### config.mk
export PLATFORM = sky130hd
export DESIGN_NAME = serial_addern
export DESIGN_NICKNAME = d
export VERILOG_FILES = /design/src/rtl/serial_addern.sv
export SDC_FILE = /design/constraint.sdc
export NUM_CORES = 1
export LEC_CHECK = 0
export BUFFER_PORTS_ARGS = -buffer_cell sky130_fd_sc_hd__clkbuf_2
export CELL_PAD_IN_SITES_DETAIL_PLACEMENT = 1
export CELL_PAD_IN_SITES_GLOBAL_PLACEMENT = 1
export CORE_MARGIN = 1.5
export CORE_UTILIZATION = 39
export DETAILED_ROUTE_END_ITERATION = 10
export GPL_TIMING_DRIVEN = 0
export PLACE_DENSITY = 0.85
export SYNTH_ARGS = -nofsm -noshare
export SYNTH_HDL_FRONTEND = slang
export SYNTH_SLANG_ARGS = --single-unit
### constraint.sdc
create_clock -name Clock -period 1.4 [get_ports Clock]
set_input_delay 0.07 -clock Clock [delete_from_list [all_inputs] [get_ports Clock]]
set_output_delay 0.07 -clock Clock [all_outputs]
set_load 0.005 [all_outputs]
### src/rtl/serial_addern.sv
// -----------------------------------------------------------------------------
// serial_addern
//
// Multi-cycle N-bit adder/subtractor that consumes its operands D bits per
// clock, least-significant digit first. Operands, mode and carry-in are
// captured when Start is accepted. The digits are then processed over
// M = N/D cycles. The result is published in a single update at the end of
// the operation.
//
// Parameters
//   N : operand/result width (N >= 2)
//   D : digit width per cycle (must divide N); M = N/D digits per operation
//
// Ports
//   Clock    : rising-edge clock
//   Resetn   : asynchronous active-low reset
//   Start    : operation request, honoured whenever the block is not Busy
//   Sub      : 0 = A + B + Cin, 1 = A - B - Cin
//   Cin      : carry-in (add) / borrow-in (subtract)
//   A, B     : operands
//   S        : result register, updated only at the completion edge
//   Cout     : raw carry out of bit N-1 (in subtract mode, 1 = no borrow)
//   Overflow : two's-complement overflow of the operation
//   Busy     : high while digits are being processed
//   Done     : one-cycle pulse after S/Cout/Overflow have been updated
//
// All outputs come straight from flops. There is no combinational path from
// any input to any output.
// -----------------------------------------------------------------------------
module serial_addern #(
  parameter int N = 8,
  parameter int D = 1
) (
  input  logic         Clock,
  input  logic         Resetn,
  input  logic         Start,
  input  logic         Sub,
  input  logic         Cin,
  input  logic [N-1:0] A,
  input  logic [N-1:0] B,
  output logic [N-1:0] S,
  output logic         Cout,
  output logic         Overflow,
  output logic         Busy,
  output logic         Done
);

  localparam int M  = N / D;
  localparam int CW = (M > 1) ? $clog2(M) : 1;

  typedef enum logic [1:0] {
    IDLE = 2'd0,
    RUN  = 2'd1,
    DONE = 2'd2
  } state_t;

  state_t state, state_nxt;

  // Working registers: operand shifters, partial result, carry, sign bits
  logic [N-1:0]  ra, rb, rs;
  logic          c;
  logic          sign_a, sign_bx;
  logic [CW-1:0] cnt;

  // Combinational helpers
  logic          accept;      // Start honoured this edge
  logic          last_digit;  // this RUN edge processes digit M-1
  logic [N-1:0]  bx;          // effective second operand
  logic          c0;          // effective initial carry
  logic [D:0]    digit_sum;   // {carry-out, digit} of the current digit
  logic [N-1:0]  digit_top;   // current digit placed in the top D bits
  logic [N-1:0]  rs_nxt;      // partial result after this digit
  logic          ovf_nxt;

  // Subtraction is A + ~B + 1 - Cin, so both B and the carry are inverted.
  assign bx = Sub ? ~B : B;
  assign c0 = Sub ? ~Cin : Cin;

  assign accept     = (state != RUN) && Start;
  assign last_digit = (cnt == CW'(M - 1));

  assign digit_sum = {1'b0, ra[D-1:0]} + {1'b0, rb[D-1:0]} + {{D{1'b0}}, c};

  // Result digits enter at the top and move down. After M digits the first
  // (least significant) one has reached bit 0.
  assign digit_top = N'(digit_sum[D-1:0]) << (N - D);
  assign rs_nxt    = (rs >> D) | digit_top;

  // Overflow only occurs when both effective operands share a sign and the
  // result sign differs from it.
  assign ovf_nxt = (sign_a == sign_bx) && (rs_nxt[N-1] != sign_a);

  // ---------------------------------------------------------------------------
  // FSM next-state logic
  // ---------------------------------------------------------------------------
  always_comb begin
    // NOTE: assigning a default before the case keeps every path covered, so
    // no latch can be inferred for state_nxt.
    state_nxt = state;
    unique case (state)
      IDLE:    if (Start) state_nxt = RUN;
      RUN:     if (last_digit) state_nxt = DONE;
      DONE:    state_nxt = Start ? RUN : IDLE;
      default: state_nxt = IDLE;
    endcase
  end

  // ---------------------------------------------------------------------------
  // FSM state register and status flops
  // ---------------------------------------------------------------------------
  // Busy and Done are registered copies of the next state. They therefore
  // track the state exactly and do not glitch on state decoding.
  always_ff @(posedge Clock or negedge Resetn) begin
    if (!Resetn) begin
      state <= IDLE;
      Busy  <= 1'b0;
      Done  <= 1'b0;
    end else begin
      // NOTE: non-blocking assignments in clocked blocks make every flop
      // sample pre-edge values, independent of statement order.
      state <= state_nxt;
      Busy  <= (state_nxt == RUN);
      Done  <= (state_nxt == DONE);
    end
  end

  // ---------------------------------------------------------------------------
  // Datapath: operand capture, digit processing, result publication
  // ---------------------------------------------------------------------------
  always_ff @(posedge Clock or negedge Resetn) begin
    if (!Resetn) begin
      ra       <= '0;
      rb       <= '0;
      rs       <= '0;
      c        <= 1'b0;
      sign_a   <= 1'b0;
      sign_bx  <= 1'b0;
      cnt      <= '0;
      S        <= '0;
      Cout     <= 1'b0;
      Overflow <= 1'b0;
    end else if (accept) begin
      ra      <= A;
      rb      <= bx;
      rs      <= '0;
      c       <= c0;
      sign_a  <= A[N-1];
      sign_bx <= bx[N-1];
      cnt     <= '0;
    end else if (state == RUN) begin
      ra  <= ra >> D;
      rb  <= rb >> D;
      rs  <= rs_nxt;
      c   <= digit_sum[D];
      cnt <= cnt + CW'(1);
      // The public result changes only here. Intermediate shifting stays in rs.
      if (last_digit) begin
        S        <= rs_nxt;
        Cout     <= digit_sum[D];
        Overflow <= ovf_nxt;
      end
    end
  end

endmodule

# Word level (Yosys, flattened, before mapping)
# Cells that the tools add are included.
[totals]
reg_bits = 44
latchBits = 0
ram_bits = 0
rom_bits = 0
in_bits = 21
out_inout_bits = 12
elab_cells = 49
memories = 0
[op_classes]
add_sub_neg = 3
multipliers = 0
n_div = 0
order_cmp = 0
eq_ne = 8
shifts = 0
muxes = 16
bitwise_logic = 4
reduce_logical = 5
[ops]
columns = ["cell", "n"]
rows = [
  ["$mux W8", 7],
  ["$not A8 Y8", 1],
  ["$or A7 B8 Y8", 1],
  ["$mux W3", 2],
  ["$pmux W2 S3", 1],
  ["$eq A2 B1 Y1 const B", 2],
  ["$eq A2 B2 Y1 const B", 2],
  ["$mux W1", 4],
  ["$mux W2", 2],
  ["$add A3 B1 Y3 const B", 1],
  ["$eq A3 B3 Y1 const B", 1],
  ["$reduce_and A3 Y1", 1],
  ["$add A1 B1 Y2", 1],
  ["$add A2 B1 Y2", 1],
  ["$logic_and A1 B1 Y1", 2],
  ["$logic_not A2 Y1", 1],
  ["$ne A2 B1 Y1 const B", 1],
  ["$not A1 Y1", 2],
  ["$reduce_bool A2 Y1", 1],
  ["$eq A1 B1 Y1", 1],
  ["$ne A1 B1 Y1", 1],
]

# Longest topological paths before layout
# Gate-level depths: netlist of the first run.
[logic_depth]
word_depth = 5
mapped_depth = 6
depth_no_buf = 5

# Worst setup path after synthesis of the first run
# OpenSTA, ideal clock, no wires.
[synth_timing]
kind = "register -> register"
startpoint = "register cnt[0]"
endpoint = "register S[3]"
arrival_ns = 1.362
path_slack_ns = -0.086
path_stages_with_launch = 6
path_buffers = 1
path_cell_list = "dfrtp_1 > ha_1 > ha_1 > nand3b_2 > buf_6 > mux2_2"
[synth_via]
elab_chain_len = 2
[synth_lines]
columns = ["item", "line", "source"]
rows = [
  ["from (decl)", "63", "logic [CW-1:0] cnt;"],
  ["from (signal assigned)", "155", "cnt <= cnt + CW'(1);"],
  ["$eq A3 B3 Y1", "80", "assign last_digit = (cnt == CW'(M - 1));"],
  ["$reduce_and A3 Y1 (no source line)", "n/a", ""],
  ["to (signal assigned)", "158", "S <= rs_nxt;"],
  ["to (decl)", "41", "output logic [N-1:0] S,"],
]
# No other way between the ends.
# A chain may end at the register's enable or synchronous reset.

# Worst setup path in the final report of the first run
[layout_timing]
startpoint = "register c"
endpoint = "register Overflow"
[layout_via]
elab_chain_len = 4
[layout_lines]
columns = ["item", "line", "source"]
rows = [
  ["from (decl)", "61", "logic c;"],
  ["from (signal assigned)", "154", "c <= digit_sum[D];"],
  ["$add A2 B1 Y2", "82", "assign digit_sum = {1'b0, ra[D-1:0]} + {1'b0, rb[D-1:0]} + {{D{1'b0}}, c};"],
  ["$or A7 B8 Y8", "87", "assign rs_nxt = (rs >> D) | digit_top;"],
  ["$ne A1 B1 Y1", "91", "assign ovf_nxt = (sign_a == sign_bx) && (rs_nxt[N-1] != sign_a);"],
  ["$logic_and A1 B1 Y1", "91", ""],
  ["to (signal assigned)", "160", "Overflow <= ovf_nxt;"],
  ["to (decl)", "43", "output logic Overflow,"],
]
# No other way between the ends.

==> metrics, run 1 <==
Slew Limit Fails=0; flops & latches, synth=43; Initial Util=0.405; Residual DRC=0; area leader, netlist=dfrtp_1; Syn Area/Cell=approximately 11 sq um; Worst Path Class, Setup=reg -> reg; fillcell total=approximately 530; vias in the first global route=~1500; hold buffers post-CTS=0; global-route wire length before repair=between 7000 and 8000 um; Area contributors post-synth=dfrtp_1, mux2i_1, nand2_1; skew final=~7.7 ps; Die Wd=~73 um; critical path, cell by cell=inv_2 -> fa_1 -> or3_1 -> a31oi_1; TritonCTS clock tree=done; failing checks=negative hold slack, negative setup slack; asr flop ratio synth=1.00; CTS clk-pin slew, worst paths=80 ps; # Max-Cap Violations=0; Std-Cell Rows=25; DP Wirelength=about 2900 um; final hold violations=between 40 and 50; core region area=approximately 4700 sq um; number of synthesized flops with an enable pin=0; Cells after Synth=about 170; Mapped Nets=slightly below 200; root buffer cell=clkbuf_8; io pins=33; die area=between 5000 and 6000 sq um; Sink Count=43; 1st-iter DRT viols=42; fin nets=between 200 and 250; share of the synthesized area in the top cell type=0.562; placed insts=271; slowest stage delay, CP=~510 ps; worst-margin pin slew=~1100 ps; CTS H-tree lvls=2; outcome=complete, but fails checks; Max Fanout on Critical Path=2; Reg2Reg Depth=4; ys flop type=dfrtp_1; drt total wl=between 4000 and 5000 um; commonest non-fill, non-tap cell in the layout=dfrtp_1; min-delay worst type=in -> async; post-route ant nets=0; WL/cell=15.0 um; antenna violations before repair=0; Cell Area, Synth=approximately 1900 sq um; clock latency at the later pin of the worst-skew pair=290 ps; Cell Area, Placed=around 2200 sq um; Via density=between 4 and 5; Synth-to-Final Area Change=24.3%; crit path time final=between 1000 and 1500 ps; Warnings, synthesis=0; Power Dens Cells=around 2000 nW/um^2; unrepaired setup endpoints after global routing=yes; Worst path slowest cell=fa_1; commonest non-fill, non-tap cells in the layout=dfrtp_1, nand2_1, clkbuf_2, o21ai_0, mux2i_1; DIE HEIGHT=around 73 um; DR pass1 iterations=2; sequential share of the synthesized area=0.562; Non-Filler Instances=287; VDD IR max=around 0.78 mV; Placer Congestion=0.755; share of layout cells above drive strength 1=0.327; Tot GR Track Use=0.179; hold_ws=-45.6 ps; post-synthesis cell type count=25; CTS Buffer Depth=2; Arr. time, crit path=1670 ps; largest net degree at the start of global routing=44; nature of the critical path endpoint=register; vias=about 1400; Num CTS Buffers=5; number of setup violations in the final report=4; final worst slack=-48.3 ps; Req. time, crit path=approximately 1600 ps; Slew HR=0.291; Fmax=0.690 GHz; Antenna Cells=0; final instance area=about 2400 sq um; CP Launch Type=register; period utilisation layout=1.03; gr ovfl total=0; leakage=between 1 and 1.5 nW; IO Port Bufs=31
final cells by class:
cell class | instances | area [sq um] | share of cell area
sequential | 43 | 1080 | 0.453
multi-input combinational | 113 | 785 | 0.330
timing repair buffer | 40 | 235 | 0.0989
buffer | 11 | 87.6 | 0.0368
tap | 67 | 83.8 | 0.0352
clock buffer | 6 | 82.6 | 0.0347
inverter | 6 | 22.5 | 0.00947
clock inverter | 1 | 5.00 | 0.00210
through the flow:
step | power [mW] | setup WS [ps] | hold WS (ps) | util | setup TNS [ps]
detailed placement | 3.72 | -103 | 322 | 0.461 | -452
global placement | 3.58 | -79.3 | 313 | 0.461 | -371
CTS | 4.71 | -81.6 | 0.346 | 0.496 | -82.4
floorplan | 3.11 | 8.23 | -226 | - | 0
global route | 5.13 | -123 | 41.9 | 0.504 | -320
finish | 4.77 | -48.3 | -45.6 | 0.504 | -60.2
Yosys cell counts (2+ instances only):
cell      n
dfrtp_1  43
nand2_1  34
o21ai_0  24
mux2i_1  16
mux2_2    8
xor2_1    8
inv_1     6
buf_4     4
o21ai_1   4
buf_2     3
buf_6     3
nor2_1    3
o22ai_1   3
ha_1      2
nand3_1   2
final timing paths:
kind,from,endpoint,slack (ps)
min,Resetn,rb[6]$_DFFE_PN0P_,-50
max in group asynchronous,Resetn,state[0]$_DFF_PN0_,730
max,c$_DFFE_PN0P_,Overflow$_DFFE_PN0P_,-50
max reg2reg,c$_DFFE_PN0P_,Overflow$_DFFE_PN0P_,-50
min in group Clock,A[7],sign_a$_DFFE_PN0P_,40
min reg2reg,S[7]$_DFFE_PN0P_,S[7]$_DFFE_PN0P_,490
where the power goes:
group	leakage [nW]	internal, mW	switching [mW]
Sequential	0.541	1.78	0.322
Combinational	0.616	0.926	0.941
Clock	0.0470	0.388	0.418
cell families (layout without fill, tap and decap cells):
family          count (synthesis)  in the layout  share of synthesized area
flops                          43             43                      0.562
xor+xnor                        9              9                     0.0412
fa+ha+maj                       3              3                     0.0235
mux                            24             24                      0.131
compound gates                 34             34                     0.0929
buf+inv                        17             64                     0.0549
simple gates                   43             43                     0.0942
per-layer routing:
metal  global-route usage  routed length (um)  up-vias
met3               0.0401                 122       12
met1                0.240                1980      696
met5                    0                   0        -
li1                     -                   -      669
met4               0.0755                 106        0
met2                0.278                2080       27
what timing repair did:
item                       in CTS  in global routing
resized for setup               6                  8
setup endpoints to repair       7                 13
hold endpoints to repair        0                  0
gates cloned                    0                  0
pin swaps                       4                  1
setup buffers                   7                  2
critical path: cells and delay by family (launching register included):
kind | cells | cell delay (ps)
compound gates | 1 | 130
fa+ha+maj | 1 | 510
buf+inv | 1 | 50
flops | 1 | 370
simple gates | 1 | 320
state kept, by name, summed over array words and instances (netlist names), 2 cells and up:
register,flops
state,2
rb,8
rs,7
cnt,3
S,8
ra,8
(Power assumes the default switching activity.)
==> inputs of run 2 (changes only) <==
==> constraint.sdc (replaced) <==
create_clock -name Clock -period 1.3 [get_ports Clock]
set_input_delay 0.065 -clock Clock [delete_from_list [all_inputs] [get_ports Clock]]
set_output_delay 0.065 -clock Clock [all_outputs]
set_load 0.005 [all_outputs]
==> metrics, run 2 (same netlist as run 1, synthesis figures left out) <==
top flop regs=S (8), ra (8), rb (8); Worst Path Class, Setup=reg -> reg; hold_ws=-40.9 ps; failing checks=negative hold slack, negative setup slack; Initial Util=0.405; CTS Buffer Depth=2; root buffer cell=clkbuf_8; slowest stage delay, CP=about 480 ps; setup_tns=-809 ps; IO Port Bufs=31; total power draw=between 5 and 6 mW; Req. time, crit path=approximately 1500 ps; Std-Cell Rows=25; global-route wire length before repair=6760 um; DR pass1 iterations=4; unrepaired setup endpoints after global routing=yes; fin nets=~250; 1st-iter DRT viols=83; # Max-Cap Violations=0; Non-Filler Instances=roughly 290; die area=between 5000 and 6000 sq um; gr ovfl total=0; skew final=about 5.5 ps; number of setup violations in the final report=10; Worst path slowest cell=fa_1; fillcell total=roughly 530; Die Wd=around 73 um; outcome=complete, but fails checks; DIE HEIGHT=73.0 um; Antenna Cells=0; Via density=just under 5; Sink Count=43; critical path, cell by cell=inv_2 -> fa_1 -> or3_1 -> a31oi_1; Synth-to-Final Area Change=25.9%; Slew HR=0.284; commonest non-fill, non-tap cells in the layout=dfrtp_1, clkbuf_2, nand2_1, o21ai_0, mux2i_1; VDD IR max=0.788 mV; commonest non-fill, non-tap cell in the layout=dfrtp_1; core region area=between 4000 and 5000 sq um; Slew Limit Fails=0; nature of the critical path endpoint=register; worst-margin pin slew=approximately 1100 ps; clock latency at the later pin of the worst-skew pair=between 200 and 300 ps; vias in the first global route=1384; Arr. time, crit path=approximately 1600 ps; vias=approximately 1400; Power Dens Cells=about 2100 nW/um^2; io pins=33; largest net degree at the start of global routing=44; placed insts=approximately 270; leakage=1.21 nW; period utilisation layout=1.10; CTS clk-pin slew, worst paths=80 ps; drt total wl=4140 um; Tot GR Track Use=0.167; final worst slack=-130 ps; min-delay worst type=in -> async; hold buffers post-CTS=0; CTS H-tree lvls=2; crit path time final=between 1000 and 1500 ps; Max Fanout on Critical Path=2; final hold violations=43; CP Launch Type=register; share of layout cells above drive strength 1=0.357; Placer Congestion=0.721; WL/cell=14.4 um; antenna violations before repair=0; Num CTS Buffers=5; TritonCTS clock tree=done; pre-CTS setup slack=-184 ps; post-route ant nets=0; Fmax=around 0.7 GHz; Residual DRC=0; Largest delay share family, worst path=adder cells; WP buf/inv=1; DP Wirelength=approximately 2800 um
==> run 2: cell types whose count changed in the layout (fill, tap and decap cells not counted), sizes merged <==
cell	delta
buf	+1
==> run 2: final timing paths <==
kind	from	to	slack, ps	depth (start not counted)
worst min register to register	ra[5]$_DFFE_PN0P_	ra[4]$_DFFE_PN0P_	480	2
min in group Clock	A[7]	sign_a$_DFFE_PN0P_	50	2
worst max register to register	c$_DFFE_PN0P_	Overflow$_DFFE_PN0P_	-130	4
worst min-delay path	Resetn	S[3]$_DFFE_PN0P_	-40	1
max in group asynchronous	Resetn	state[0]$_DFF_PN0_	620	1
worst max-delay path	c$_DFFE_PN0P_	Overflow$_DFFE_PN0P_	-130	4
==> run 2: what timing repair did <==
action                                  in CTS  in global routing
pin swaps                                    5                  1
endpoints found under the setup margin      20                 33
buffers inserted                             7                  3
gates resized for setup                     11                 16
==> run 2: layer usage <==
layer | part of all wire | vias up | global-route usage | wire length, um
met5 | 0 | - | 0 | 0
met4 | 0.012 | 0 | 0.0503 | 48
met3 | 0.026 | 7 | 0.0290 | 106
met2 | 0.54 | 26 | 0.289 | 2220
met1 | 0.43 | 726 | 0.214 | 1770
li1 | - | 671 | - | -
==> run 2: final cells by class <==
class,count,area (sq um),area share
tap,67,83.8,0.0348
sequential,43,1080,0.447
multi-input combinational,113,795,0.330
inverter,6,22.5,0.00935
timing repair buffer,41,245,0.102
buffer,11,97.6,0.0405
clock inverter,1,5.00,0.00208
clock buffer,6,82.6,0.0343
==> run 2: per-stage QoR <==
step / util / instance area [sq um]
finish: 0.510 / 2410
floorplan: - / 1950
detailed placement: 0.464 / 2190
global placement: 0.464 / 2190
global route: 0.510 / 2410
CTS: 0.498 / 2350
==> run 2: where the power goes <==
part / total (mW) / switching [mW] / internal [mW] / leakage [nW]
Combinational: 2.03 / 0.990 / 1.04 / 0.624
Clock: 0.861 / 0.444 / 0.417 / 0.0470
Sequential: 2.28 / 0.362 / 1.92 / 0.541
Total: 5.18 / 1.80 / 3.38 / 1.21
